File: src/rtl/carbon_sys_init_seq.sv
// Table-driven boot sequencer: holds the CPU halted, replays a compile-time list of CSR writes
// to a set of CSR masters with retry/timeout handling, then releases the core with one run pulse.
module carbon_sys_init_seq #(
    parameter int                        NUM_TGT       = 2,
    parameter int                        N_ENTRIES     = 6,
    parameter logic [N_ENTRIES*72-1:0]   INIT_TABLE    = '0,
    parameter int                        MAX_RETRY     = 1,
    parameter int                        TIMEOUT_CYC   = 256,
    parameter bit                        STOP_ON_FAULT = 1'b1
) (
    input  logic               clk,
    input  logic               rst_n,
    input  logic               restart,
    output logic [NUM_TGT-1:0] csr_start,
    output logic [31:0]        csr_addr,
    output logic [31:0]        csr_wdata,
    input  logic [NUM_TGT-1:0] csr_busy,
    input  logic [NUM_TGT-1:0] csr_done,
    input  logic [NUM_TGT-1:0] csr_fault,
    output logic               halt_req,
    output logic               run_pulse,
    output logic               init_done,
    output logic               init_fault,
    output logic [7:0]         fault_index
);

    localparam int IW = $clog2(N_ENTRIES + 1);
    localparam int RW = (MAX_RETRY > 0) ? $clog2(MAX_RETRY + 1) : 1;
    localparam int TW = $clog2(TIMEOUT_CYC + 1);

    localparam logic [IW-1:0] IDX_LAST  = IW'(N_ENTRIES - 1);
    localparam logic [RW-1:0] RETRY_MAX = RW'(MAX_RETRY);
    localparam logic [TW-1:0] TMO_LAST  = TW'(TIMEOUT_CYC - 1);
    localparam logic [TW-1:0] TMO_SAT   = TW'(TIMEOUT_CYC);

    localparam logic [2:0] ST_ISSUE   = 3'd0;
    localparam logic [2:0] ST_WAIT    = 3'd1;
    localparam logic [2:0] ST_RELEASE = 3'd2;
    localparam logic [2:0] ST_DONE    = 3'd3;
    localparam logic [2:0] ST_HALTED  = 3'd4;

    logic [2:0]         state_q,       state_d;
    logic [IW-1:0]      idx_q,         idx_d;
    logic [RW-1:0]      retry_q,       retry_d;
    logic [TW-1:0]      tmo_q,         tmo_d;
    logic [NUM_TGT-1:0] csr_start_q,   csr_start_d;
    logic               halt_req_q,    halt_req_d;
    logic               run_pulse_q,   run_pulse_d;
    logic               init_done_q,   init_done_d;
    logic               init_fault_q,  init_fault_d;
    logic [7:0]         fault_index_q, fault_index_d;

    logic [71:0]        entry_tab [N_ENTRIES];
    logic [71:0]        cur_entry;
    logic [7:0]         cur_tgt;
    logic [NUM_TGT-1:0] tgt_hot;
    logic               tgt_valid;
    logic               busy_sel;
    logic               done_sel;
    logic               fault_sel;
    logic               fail;
    logic               unrec;
    logic               advance;

    for (genvar g = 0; g < N_ENTRIES; g++) begin : g_tab
        assign entry_tab[g] = INIT_TABLE[g*72 +: 72];
    end

    // Address/data come straight from the table slot, so they stay put while idx_q is unchanged.
    assign cur_entry = entry_tab[idx_q];
    assign cur_tgt   = cur_entry[71:64];
    assign csr_addr  = cur_entry[63:32];
    assign csr_wdata = cur_entry[31:0];

    always_comb begin
        tgt_hot = '0;
        for (int t = 0; t < NUM_TGT; t++) begin
            tgt_hot[t] = (cur_tgt == 8'(t));
        end
    end

    // An out-of-range target decodes to no select bit at all.
    assign tgt_valid = |tgt_hot;
    assign busy_sel  = |(csr_busy & tgt_hot);
    assign done_sel  = |(csr_done & tgt_hot);
    assign fault_sel = |(csr_done & csr_fault & tgt_hot);

    always_comb begin
        state_d       = state_q;
        idx_d         = idx_q;
        retry_d       = retry_q;
        tmo_d         = tmo_q;
        csr_start_d   = '0;
        halt_req_d    = halt_req_q;
        run_pulse_d   = 1'b0;
        init_done_d   = init_done_q;
        init_fault_d  = init_fault_q;
        fault_index_d = fault_index_q;
        fail          = 1'b0;
        unrec         = 1'b0;
        advance       = 1'b0;

        case (state_q)
            ST_ISSUE: begin
                if (!tgt_valid) begin
                    unrec = 1'b1;
                end else if (!busy_sel) begin
                    csr_start_d = tgt_hot;
                    tmo_d       = '0;
                    state_d     = ST_WAIT;
                end
            end
            ST_WAIT: begin
                // A completion in the expiry cycle wins over the timeout.
                if (done_sel) begin
                    if (fault_sel) begin
                        fail = 1'b1;
                    end else begin
                        advance = 1'b1;
                    end
                end else if (tmo_q == TMO_LAST) begin
                    fail = 1'b1;
                end else if (tmo_q != TMO_SAT) begin
                    tmo_d = tmo_q + 1'b1;
                end
            end
            ST_RELEASE: begin
                state_d = ST_DONE;
            end
            ST_DONE: begin
                if (restart) begin
                    halt_req_d    = 1'b1;
                    init_done_d   = 1'b0;
                    init_fault_d  = 1'b0;
                    fault_index_d = '0;
                    idx_d         = '0;
                    retry_d       = '0;
                    state_d       = ST_ISSUE;
                end
            end
            ST_HALTED: begin
                halt_req_d = 1'b1;
            end
            default: begin
                state_d = ST_ISSUE;
            end
        endcase

        if (fail) begin
            if (retry_q < RETRY_MAX) begin
                retry_d = retry_q + 1'b1;
                state_d = ST_ISSUE;
            end else begin
                unrec = 1'b1;
            end
        end

        // Only the first unrecoverable entry of a run is recorded.
        if (unrec) begin
            init_fault_d = 1'b1;
            if (!init_fault_q) begin
                fault_index_d = 8'(idx_q);
            end
            if (STOP_ON_FAULT) begin
                state_d = ST_HALTED;
            end else begin
                advance = 1'b1;
            end
        end

        // Release outputs are registered on entry to RELEASE so they line up with that cycle.
        if (advance) begin
            if (idx_q == IDX_LAST) begin
                state_d     = ST_RELEASE;
                halt_req_d  = 1'b0;
                run_pulse_d = 1'b1;
                init_done_d = 1'b1;
            end else begin
                idx_d   = idx_q + 1'b1;
                retry_d = '0;
                state_d = ST_ISSUE;
            end
        end
    end

    always_ff @(posedge clk or negedge rst_n) begin
        if (!rst_n) begin
            state_q       <= ST_ISSUE;
            idx_q         <= '0;
            retry_q       <= '0;
            tmo_q         <= '0;
            csr_start_q   <= '0;
            halt_req_q    <= 1'b1;
            run_pulse_q   <= 1'b0;
            init_done_q   <= 1'b0;
            init_fault_q  <= 1'b0;
            fault_index_q <= '0;
        end else begin
            state_q       <= state_d;
            idx_q         <= idx_d;
            retry_q       <= retry_d;
            tmo_q         <= tmo_d;
            csr_start_q   <= csr_start_d;
            halt_req_q    <= halt_req_d;
            run_pulse_q   <= run_pulse_d;
            init_done_q   <= init_done_d;
            init_fault_q  <= init_fault_d;
            fault_index_q <= fault_index_d;
        end
    end

    assign csr_start   = csr_start_q;
    assign halt_req    = halt_req_q;
    assign run_pulse   = run_pulse_q;
    assign init_done   = init_done_q;
    assign init_fault  = init_fault_q;
    assign fault_index = fault_index_q;

endmodule

File: config.mk
export PLATFORM = sky130hd
export DESIGN_NAME = carbon_sys_init_seq
export DESIGN_NICKNAME = d
export VERILOG_FILES = /design/src/rtl/carbon_sys_init_seq.sv
export SDC_FILE = /design/constraint.sdc
export NUM_CORES = 1
export LEC_CHECK = 0
export ABC_AREA = 0
export BUFFER_PORTS_ARGS = -buffer_cell sky130_fd_sc_hd__buf_2
export CAP_MARGIN = 30
export CORE_UTILIZATION = 40
export DETAILED_ROUTE_END_ITERATION = 10
export PLACE_DENSITY_LB_ADDON = 0.15
export REMOVE_ABC_BUFFERS = 1
export SLEW_MARGIN = 20
export SYNTH_ARGS = -nofsm -noshare
export SYNTH_HDL_FRONTEND = slang
export SYNTH_SLANG_ARGS = --single-unit
export TNS_END_PERCENT = 100
File: constraint.sdc
create_clock -name clk -period 2.12 [get_ports clk]
set_clock_uncertainty 0.15 [all_clocks]
set_input_delay 0.424 -clock clk [delete_from_list [all_inputs] [get_ports clk]]
set_output_delay 0.424 -clock clk [all_outputs]
set_load 0.01 [all_outputs]
==> results of run 1 <==
-- synthesized netlist by cell type (2+ instances only) --
| cell type | number |
|---|---|
| o21ai_0 | 8 |
| dfrtp_1 | 28 |
| mux2i_1 | 2 |
| ha_1 | 5 |
| o31ai_1 | 5 |
| or4b_2 | 2 |
| buf_6 | 2 |
| nor3b_1 | 2 |
| buf_4 | 66 |
| a21oi_1 | 9 |
| nor2_1 | 8 |
| and2_1 | 5 |
| nand3_1 | 8 |
| nand4b_1 | 2 |
| nand2_1 | 17 |
| and4_1 | 2 |
| nand4_1 | 2 |
| or4_1 | 6 |
| inv_1 | 7 |
-- through the flow --
stage          power, mW  cells  setup TNS (ns)
6_report            2.39    306               0
5_1_grt             2.55    306          -0.328
4_1_cts             2.37    305        -0.00899
3_5_place_dp        1.66    293           -1.33
3_3_place_gp        1.65    293           -1.24
2_1_floorplan       1.30    198          -0.548
-- kinds of logic after synthesis --
| family | after synthesis | synth area share (%) |
|---|---|---|
| AO/OA/AOI/OAI | 27 | 8.54 |
| adder cells (fa/ha/maj) | 5 | 3.24 |
| other | 1 | 0.194 |
| buffers and inverters | 77 | 28.6 |
| flip-flops | 29 | 37.6 |
| AND/OR/NAND/NOR | 61 | 19.5 |
| multiplexers | 4 | 2.33 |
-- cell type report --
class,instances,area [um2]
tap,52,65.1
inverter,7,26.3
timing repair buffer,47,319
clock buffer,6,82.6
fill,469,2270
clock inverter,2,37.5
sequential,29,727
multi-input combinational,163,972
-- how the worst max path moves through the flow --
stage	startpoint	end	slack, ns	cells after the start
global placement	tmo_q[4]	tmo_q[3]	-0.17	7
finish	tmo_q[5]	tmo_q[2]	0.008	7
detailed placement	tmo_q[4]	tmo_q[3]	-0.21	7
global route	tmo_q[5]	tmo_q[2]	-0.07	7
CTS	tmo_q[4]	tmo_q[2]	-0.007	7
floorplan	tmo_q[0]	tmo_q[3]	-0.11	7
-- metal layers --
layer,up-vias,part of all wire (%),track usage [%]
li1,671,-,-
met1,649,46,19.0
met2,58,48,22.1
met3,5,5.2,3.94
met4,0,0.95,4.58
met5,-,0,0
-- cells in the final DEF, fill, tap and decap left out, types with 3 or more instances in the layout --
master and count:
a21oi_1 7, and2_1 5, buf_2 18, buf_4 26, buf_6 3, clkbuf_8 6
conb_1 65, dfrtp_1 28, ha_1 3, inv_1 5, nand2_1 17, nand3_1 8
nor2_1 6, o21ai_0 6, o31ai_1 5, or4_1 4
-- power breakdown --
part | switching (mW) | internal (mW) | total [mW]
clock | 0.220 | 0.382 | 0.602
sequential | 0.104 | 0.689 | 0.793
combinational | 0.528 | 0.469 | 0.997
total | 0.853 | 1.54 | 2.39
-- what timing repair did --
| action | CTS | global route |
|---|---|---|
| gates cloned | 1 | 0 |
| setup endpoints to repair | 14 | 14 |
| setup buffers | 3 | 1 |
| gates resized for setup | 11 | 11 |
| pin swaps | 9 | 3 |
-- flip-flops by register name, indices dropped and copies added, names as in the netlist, 3 cells and up --
register,flops
state_q,3
idx_q,3
fault_index,8
tmo_q,9
==> impl_metrics.yaml, run 1 <==
yosys:
  yosysUniqueCellTypes: 37
  seq_area_frac_synth_pct: 37.6
  syn_inst: 204
  yosys.area.top_type: "dfrtp_1"
  netlist.area_leader.share_pct: 36.2
  ys_async_sr_fraction_pct: 100
  syn_area_um2: 1930
  synth-warning-count: 0
  synthFlopType: "dfrtp_1"
  synth-edff-count: 0
  syn_avg_cell_area_um2: 9.48
  ys_ff_latch: 29
  synthTopCellsByArea: "dfrtp_1 (36%), buf_4 (26%), nand2_1 (3.3%)"
setup_path:
  crit-reg2reg-launch: "tmo_q[5]"
  crit_fanout: 5
  crit_buf_inv: 0
  worstPathArrival_ns: 2.17
  cp_top_family: "simple AND/OR/NAND/NOR gates"
  cpPeakStageDelay_ns: 0.50
  crit_slowest_cell: "or4_4"
  cp-start-kind: "flip-flop"
  cp.required_ns: 2.18
  crit_type: "flip-flop to flip-flop"
  reg2reg_depth: 7
  rrSetupSlack_ns: 0.008
  end_kind: "flip-flop"
  r2r_end: "tmo_q[2]"
  crit_path_cell_trace: "and4_1 -> and4_4 -> ha_4 -> nor2_4 -> mux2i_2 -> or4_4 -> a21oi_2"
sta:
  whs_ns: 0.0221
  worst_pin_slew_ns: 0.664
  report.final.slew_viol_count: 0
  fin_crit_sh_pct: 99.6
  min_period_ns: 2.11
  rsz0062_at_grt: "yes"
  setup_viol_count_final: 0
  fmax_mhz: 474
  final-hold-violation-count: 0
  setup_ws_ns: 0.00814
  slew_headroom_pct: 55.7
global_routing:
  grt_first_pass_wirelength_um: 5600
  grt_use_total_pct: 14.1
  antenna_found_initial: 0
  overflow: 0
  grt_max_degree: 30
  first_global_vias: 1172
cts:
  cts.sink_count: 29
  h-tree-depth: 2
  ctsLongestPathBuffers: 2
  cts_buffers: 5
  cts_tree: "done"
  clk_pin_slew_ns: 0.07
  root_buffer: "clkbuf_8"
  insertion_delay_ns: 0.28
  ctsHoldBuffers: 0
placed_design:
  place_ws_ns: -0.213
  port_buffers: 18
  globalplace.congestion: 0.751
  dpl_cell_area_um2: 1990
  dp_hpwl_um: 2500
floorplan:
  core_um2: 4500
  fp-row-count: 24
  start_util_pct: 42.9
  boundaryPins: 87
  die_area_um2: 5120
  die_height_um: 71.5
  die_width_um: 71.5
finish:
  antenna_cells: 0
  num-nets-final: 267
  area_delta_synth_final_pct: 15.3
  final_util_pct: 49.5
  drive_gt1_share_pct: 30.3
  final_cell_area_um2: 2230
pwr:
  p_per_area_nw_per_um2: 1070
  ir_worst_vdd_uv: 623
  p_leak_nw: 1.15
hold_path:
  worstHoldPathType: "input pin to async pin"
detailed_routing:
  via_per_inst: 4.52
  dr_total_vias: 1383
  wl_per_cell_um: 11.4
  drtAntennaViolNets: 0
  first_pass_iters: 4
  drt-total-wl_um: 3480
  drc: 0
  drt_iter0_drc: 39
status:
  status: "finished clean"
job:
  cap_violations: 0
Note: power is estimated with default switching activity, not from simulation.
==> run 2, diff against run 1 <==
==> constraint.sdc (replaced) <==
create_clock -name clk -period 2.51 [get_ports clk]
set_clock_uncertainty 0.15 [all_clocks]
set_input_delay 0.502 -clock clk [delete_from_list [all_inputs] [get_ports clk]]
set_output_delay 0.502 -clock clk [all_outputs]
set_load 0.01 [all_outputs]
==> impl_metrics.yaml, run 2 (synthesis gave the netlist of run 1 again) <==
status:
  status: "finished clean"
setup_path:
  crit_fanout: 12
  crit-reg2reg-launch: "tmo_q[3]"
  worstPathArrival_ns: 2.39
  crit_path_cell_trace: "and4_1 -> and4_1 -> ha_1 -> nor2_1 -> mux2i_4 -> or4_1 -> a21oi_1"
  crit_type: "flip-flop to flip-flop"
  cp-start-kind: "flip-flop"
  path_common_cell: "and4_1"
  rrSetupSlack_ns: 0.18
  crit_start: "tmo_q[3]"
  cp.required_ns: 2.57
  cpPeakStageDelay_ns: 0.53
  r2r_end: "tmo_q[7]"
  crit_slowest_cell: "or4_1"
  cp.depth: 7
  cp_top_family: "simple AND/OR/NAND/NOR gates"
  cp-endpoint: "tmo_q[7]"
  reg2reg_depth: 7
  crit_buf_inv: 0
  end_kind: "flip-flop"
finish:
  largest_register_ffs: 9
  regMostFlops: "tmo_q"
  layout_commonest_cell: "conb_1"
  num-nets-final: 249
  drive_gt1_share_pct: 20.3
  antenna_cells: 0
  final_cell_area_um2: 2000
  area_delta_synth_final_pct: 3.56
  layout_common_cells: "conb_1 (65), dfrtp_1 (28), buf_2 (18), nand2_1 (17), buf_4 (12)"
  fillers: 452
detailed_routing:
  drt_iter0_drc: 57
  highest-signal-layer: "met4"
  drc: 0
  wl_met1_um: 1460
  wl_per_cell_um: 11.4
  wl_met2_um: 1590
  first_pass_iters: 4
  drtAntennaViolNets: 0
  dr_total_vias: 1314
  drt-total-wl_um: 3300
  met3WireLength_um: 186
  via_per_inst: 4.56
placed_design:
  dpl_cell_area_um2: 1890
  dp_hpwl_um: 2420
  globalplace.congestion: 0.715
  port_buffers: 18
sta:
  worst_pin_slew_ns: 0.657
  fin_crit_sh_pct: 92.8
  rsz0062_at_grt: "no"
  final-hold-violation-count: 0
  setup_viol_count_final: 0
  fmax_mhz: 429
  min_period_ns: 2.33
  report.final.slew_viol_count: 0
  slew_headroom_pct: 56.2
  finalSetupTns_ns: 0
floorplan:
  core_um2: 4500
  fp-row-count: 24
  die_area_um2: 5120
  die_height_um: 71.5
  start_util_pct: 42.9
  die_width_um: 71.5
  boundaryPins: 87
hold_path:
  worstHoldPathType: "input pin to async pin"
cts:
  insertion_delay_ns: 0.28
  cts.sink_count: 29
  ctsLongestPathBuffers: 2
  cts_buffers: 5
  clk_pin_slew_ns: 0.07
  root_buffer: "clkbuf_8"
  h-tree-depth: 2
  cts_tree: "done"
  ctsHoldBuffers: 0
global_routing:
  first_global_vias: 1160
  antenna_found_initial: 0
  grt_use_total_pct: 13.8
  overflow: 0
  grt_first_pass_wirelength_um: 5400
  grt_max_degree: 30
pwr:
  ir_worst_vdd_uv: 447
  p_per_area_nw_per_um2: 876
  p_leak_nw: 1.04
job:
  cap_violations: 0
-- run 2: changes by cell type in the layout (fill, tap and decap cells not counted), moves of 2 or more --
cell | previous run | this run
a21oi_2 | 2 | 0
nor2_1 | 6 | 8
a21oi_1 | 7 | 9
buf_6 | 3 | 0
or4_1 | 4 | 6
or4_4 | 2 | 0
o21ai_1 | 2 | 0
o21ai_0 | 6 | 8
ha_1 | 3 | 5
buf_4 | 26 | 12
inv_2 | 2 | 0
inv_1 | 5 | 7
-- run 2: metrics by stage --
step	total power, mW	worst slack [ns]	instances	hold WS [ns]	utilization (%)
detailed placement	1.31	0.168	280	0.315	42.0
global route	1.88	0.00420	288	0.145	44.4
finish	1.75	0.179	288	0.0934	44.4
CTS	1.76	0.139	288	0.116	44.3
floorplan	1.09	0.278	198	0.0564	-
global placement	1.30	0.204	280	0.314	42.0
-- run 2: cell type report --
| type | instances | area [um2] | area share, % |
|---|---|---|---|
| Multi-Input combinational cell | 162 | 902 | 45.1 |
| Tap cell | 52 | 65.1 | 3.25 |
| Clock inverter | 1 | 5.00 | 0.250 |
| Timing Repair Buffer | 30 | 180 | 9.00 |
| Sequential cell | 29 | 727 | 36.3 |
| Clock buffer | 7 | 96.3 | 4.81 |
| Inverter | 7 | 26.3 | 1.31 |
-- run 2: per-layer routing --
| metal | track usage [%] | vias to the layer above |
|---|---|---|
| li1 | - | 634 |
| met1 | 16.6 | 614 |
| met2 | 22.9 | 58 |
| met3 | 4.36 | 8 |
| met4 | 5.88 | 0 |
| met5 | 0 | - |
-- run 2: worst register-to-register path, delay by kind of cell (launching register included) --
kind / cells / cell delay, ns
AND/OR/NAND/NOR: 4 / 1.20
AO/OA/AOI/OAI: 1 / 0.16
multiplexers: 1 / 0.16
adder cells (fa/ha/maj): 1 / 0.20
flip-flops: 1 / 0.38
-- run 2: worst min-delay path by stage --
stage | end | slack, ns | cells after the start
6_report | tmo_q[3] | 0.09 | 1
5_1_grt | tmo_q[3] | 0.15 | 1
4_1_cts | tmo_q[3] | 0.12 | 1
3_5_place_dp | fault_index[4] | 0.32 | 1
3_3_place_gp | fault_index[5] | 0.31 | 1
2_1_floorplan | csr_start[0] | 0.06 | 0
-- run 2: where the power goes --
| part | leakage [nW] | switching, mW | internal [mW] |
|---|---|---|---|
| sequential | 0.383 | 0.0921 | 0.582 |
| combinational | 0.605 | 0.385 | 0.265 |
| clock | 0.0542 | 0.183 | 0.247 |
| total | 1.04 | 0.659 | 1.09 |
-- run 2: repair_timing --
| item | in CTS | in global routing |
|---|---|---|
| resized for setup | 0 | 1 |
| setup buffers | 0 | 0 |
| setup endpoints to repair | 0 | 1 |
==> run 3, diff against run 2 <==
--- a/config.mk
+++ b/config.mk
@@ -6,10 +6,10 @@
 export NUM_CORES = 1
 export LEC_CHECK = 0
 export ABC_AREA = 0
-export BUFFER_PORTS_ARGS = -buffer_cell sky130_fd_sc_hd__buf_2
 export CAP_MARGIN = 30
 export CORE_UTILIZATION = 40
 export DETAILED_ROUTE_END_ITERATION = 10
+export DONT_BUFFER_PORTS = 1
 export PLACE_DENSITY_LB_ADDON = 0.15
 export REMOVE_ABC_BUFFERS = 1
 export SLEW_MARGIN = 20
==> constraint.sdc (replaced) <==
create_clock -name clk -period 1.9 [get_ports clk]
set_clock_uncertainty 0.15 [all_clocks]
set_input_delay 0.38 -clock clk [delete_from_list [all_inputs] [get_ports clk]]
set_output_delay 0.38 -clock clk [all_outputs]
set_load 0.01 [all_outputs]
==> impl_metrics.yaml, run 3 (synthesis gave the netlist of run 1 again) <==
floorplan:
  boundaryPins: 87
  fp-row-count: 24
  start_util_pct: 42.9
  die_height_um: 71.5
  die_area_um2: 5120
  die_width_um: 71.5
  core_um2: 4500
setup_path:
  crit_buf_inv: 2
  cp_top_family: "simple AND/OR/NAND/NOR gates"
  crit_slowest_cell: "dfrtp_1"
  cp-start-kind: "flip-flop"
  crit_type: "flip-flop to flip-flop"
  cp.required_ns: 1.90
  worstPathArrival_ns: 2.17
  end_kind: "flip-flop"
  crit_path_cell_trace: "and4_1 -> and4_4 -> ha_4 -> nor2_4 -> mux2i_4 -> buf_4 -> buf_4 -> o31ai_2 -> a21oi_1"
  crit_fanout: 5
  path_common_cell: "buf_4"
  cpPeakStageDelay_ns: 0.38
finish:
  largest_register_ffs: 9
  layout_commonest_cell: "conb_1"
  drive_gt1_share_pct: 34.9
  area_delta_synth_final_pct: 22.0
  num-nets-final: 262
  antenna_cells: 0
  layout_common_cells: "conb_1 (65), buf_4 (34), dfrtp_1 (28), nand2_1 (17), nand3_1 (8)"
  regMostFlops: "tmo_q"
global_routing:
  first_global_vias: 1358
  grt_use_total_pct: 16.5
  grt_first_pass_wirelength_um: 6540
  grt_max_degree: 30
  antenna_found_initial: 0
  overflow: 0
pwr:
  total_power_mw: 2.79
  ir_worst_vdd_uv: 646
  p_per_area_nw_per_um2: 1180
  p_leak_nw: 1.15
placed_design:
  globalplace.congestion: 0.839
  place_ws_ns: -0.400
  port_buffers: 0
  dp_hpwl_um: 2700
detailed_routing:
  via_per_inst: 4.66
  dr_total_vias: 1402
  drtAntennaViolNets: 0
  drc: 0
  wl_per_cell_um: 13.5
  first_pass_iters: 4
  drt_iter0_drc: 88
  drt-total-wl_um: 4070
sta:
  report.final.slew_viol_count: 0
  final-hold-violation-count: 0
  fin_crit_sh_pct: 114
  setup_viol_count_final: 18
  fmax_mhz: 463
  setup_ws_ns: -0.261
  min_period_ns: 2.16
  finalSetupTns_ns: -2.82
  rsz0062_at_grt: "yes"
status:
  status: "finished with violations"
  violations: "setup timing"
cts:
  cts_tree: "done"
  cts.sink_count: 29
  clk_pin_slew_ns: 0.07
  root_buffer: "clkbuf_8"
  insertion_delay_ns: 0.28
  h-tree-depth: 2
  ctsLongestPathBuffers: 2
  cts_buffers: 5
job:
  cap_violations: 0
hold_path:
  worstHoldPathType: "input pin to flip-flop"
-- run 3: cell count changes in the layout (fill, tap and decap cells not counted), moves of 3 or more --
cell     before  now
buf_4        12   34
buf_2        18    0
buf_6         0    6
nor2_1        8    3
o21ai_0       8    3
o31ai_1       5    1
a21oi_1       9    6
a21oi_2       0    3
ha_1          5    2
nor2_2        0    3
o21ai_1       0    3
o31ai_2       0    3
or4_1         6    3
or4_4         0    3
-- run 3: metal layers --
| metal | routed length, um | global-route usage [%] | vias up |
|---|---|---|---|
| li1 | - | - | 663 |
| met1 | 1630 | 18.5 | 676 |
| met2 | 2210 | 29.4 | 59 |
| met3 | 214 | 5.63 | 4 |
| met4 | 23 | 5.23 | 0 |
| met5 | 0 | 0 | - |
-- run 3: final cells by class --
| class | count | area [um2] |
|---|---|---|
| timing repair buffer | 42 | 353 |
| clock buffer | 7 | 96.3 |
| multi-input combinational | 163 | 1080 |
| tap | 52 | 65.1 |
| sequential | 29 | 727 |
| inverter | 7 | 31.3 |
| clock inverter | 1 | 5.00 |
| fill | 419 | 2150 |
-- run 3: power breakdown --
part | internal (mW) | switching [mW] | total (mW)
clock network | 0.327 | 0.237 | 0.564
logic | 0.640 | 0.659 | 1.30
registers | 0.770 | 0.159 | 0.929
-- run 3: timing repair --
item / 4_1_cts / 5_1_grt
resized for setup: 36 / 16
buffers inserted: 10 / 4
cloned: 1 / 0
pin swaps: 29 / 14
setup endpoints to repair: 21 / 20
hold buffers: 2 / 0
hold endpoints to repair: 29 / 0
-- run 3: path summary, 6_finish.rpt --
kind	start	end	slack, ns	depth (start not counted)
worst max-delay path	tmo_q[3]	tmo_q[7]	-0.26	9
worst min register to register	idx_q[2]	idx_q[2]	0.40	1
max in group asynchronous	rst_n	halt_req	0.94	2
worst min-delay path	restart	state_q[1]	0.17	2
worst max register to register	tmo_q[3]	tmo_q[7]	-0.26	9
min in group asynchronous	rst_n	fault_index[6]	0.42	2
-- run 3: per-stage QoR --
step	area (um2)	utilization, %	instances	hold WS [ns]
final	2360	52.4	301	0.165
after global routing	2360	52.4	301	0.169
after CTS	2270	50.3	297	0.153
after detailed placement	1910	42.3	276	-0.0644
after global placement	1910	42.3	276	-0.0648
after floorplan	1650	-	198	-0.0656
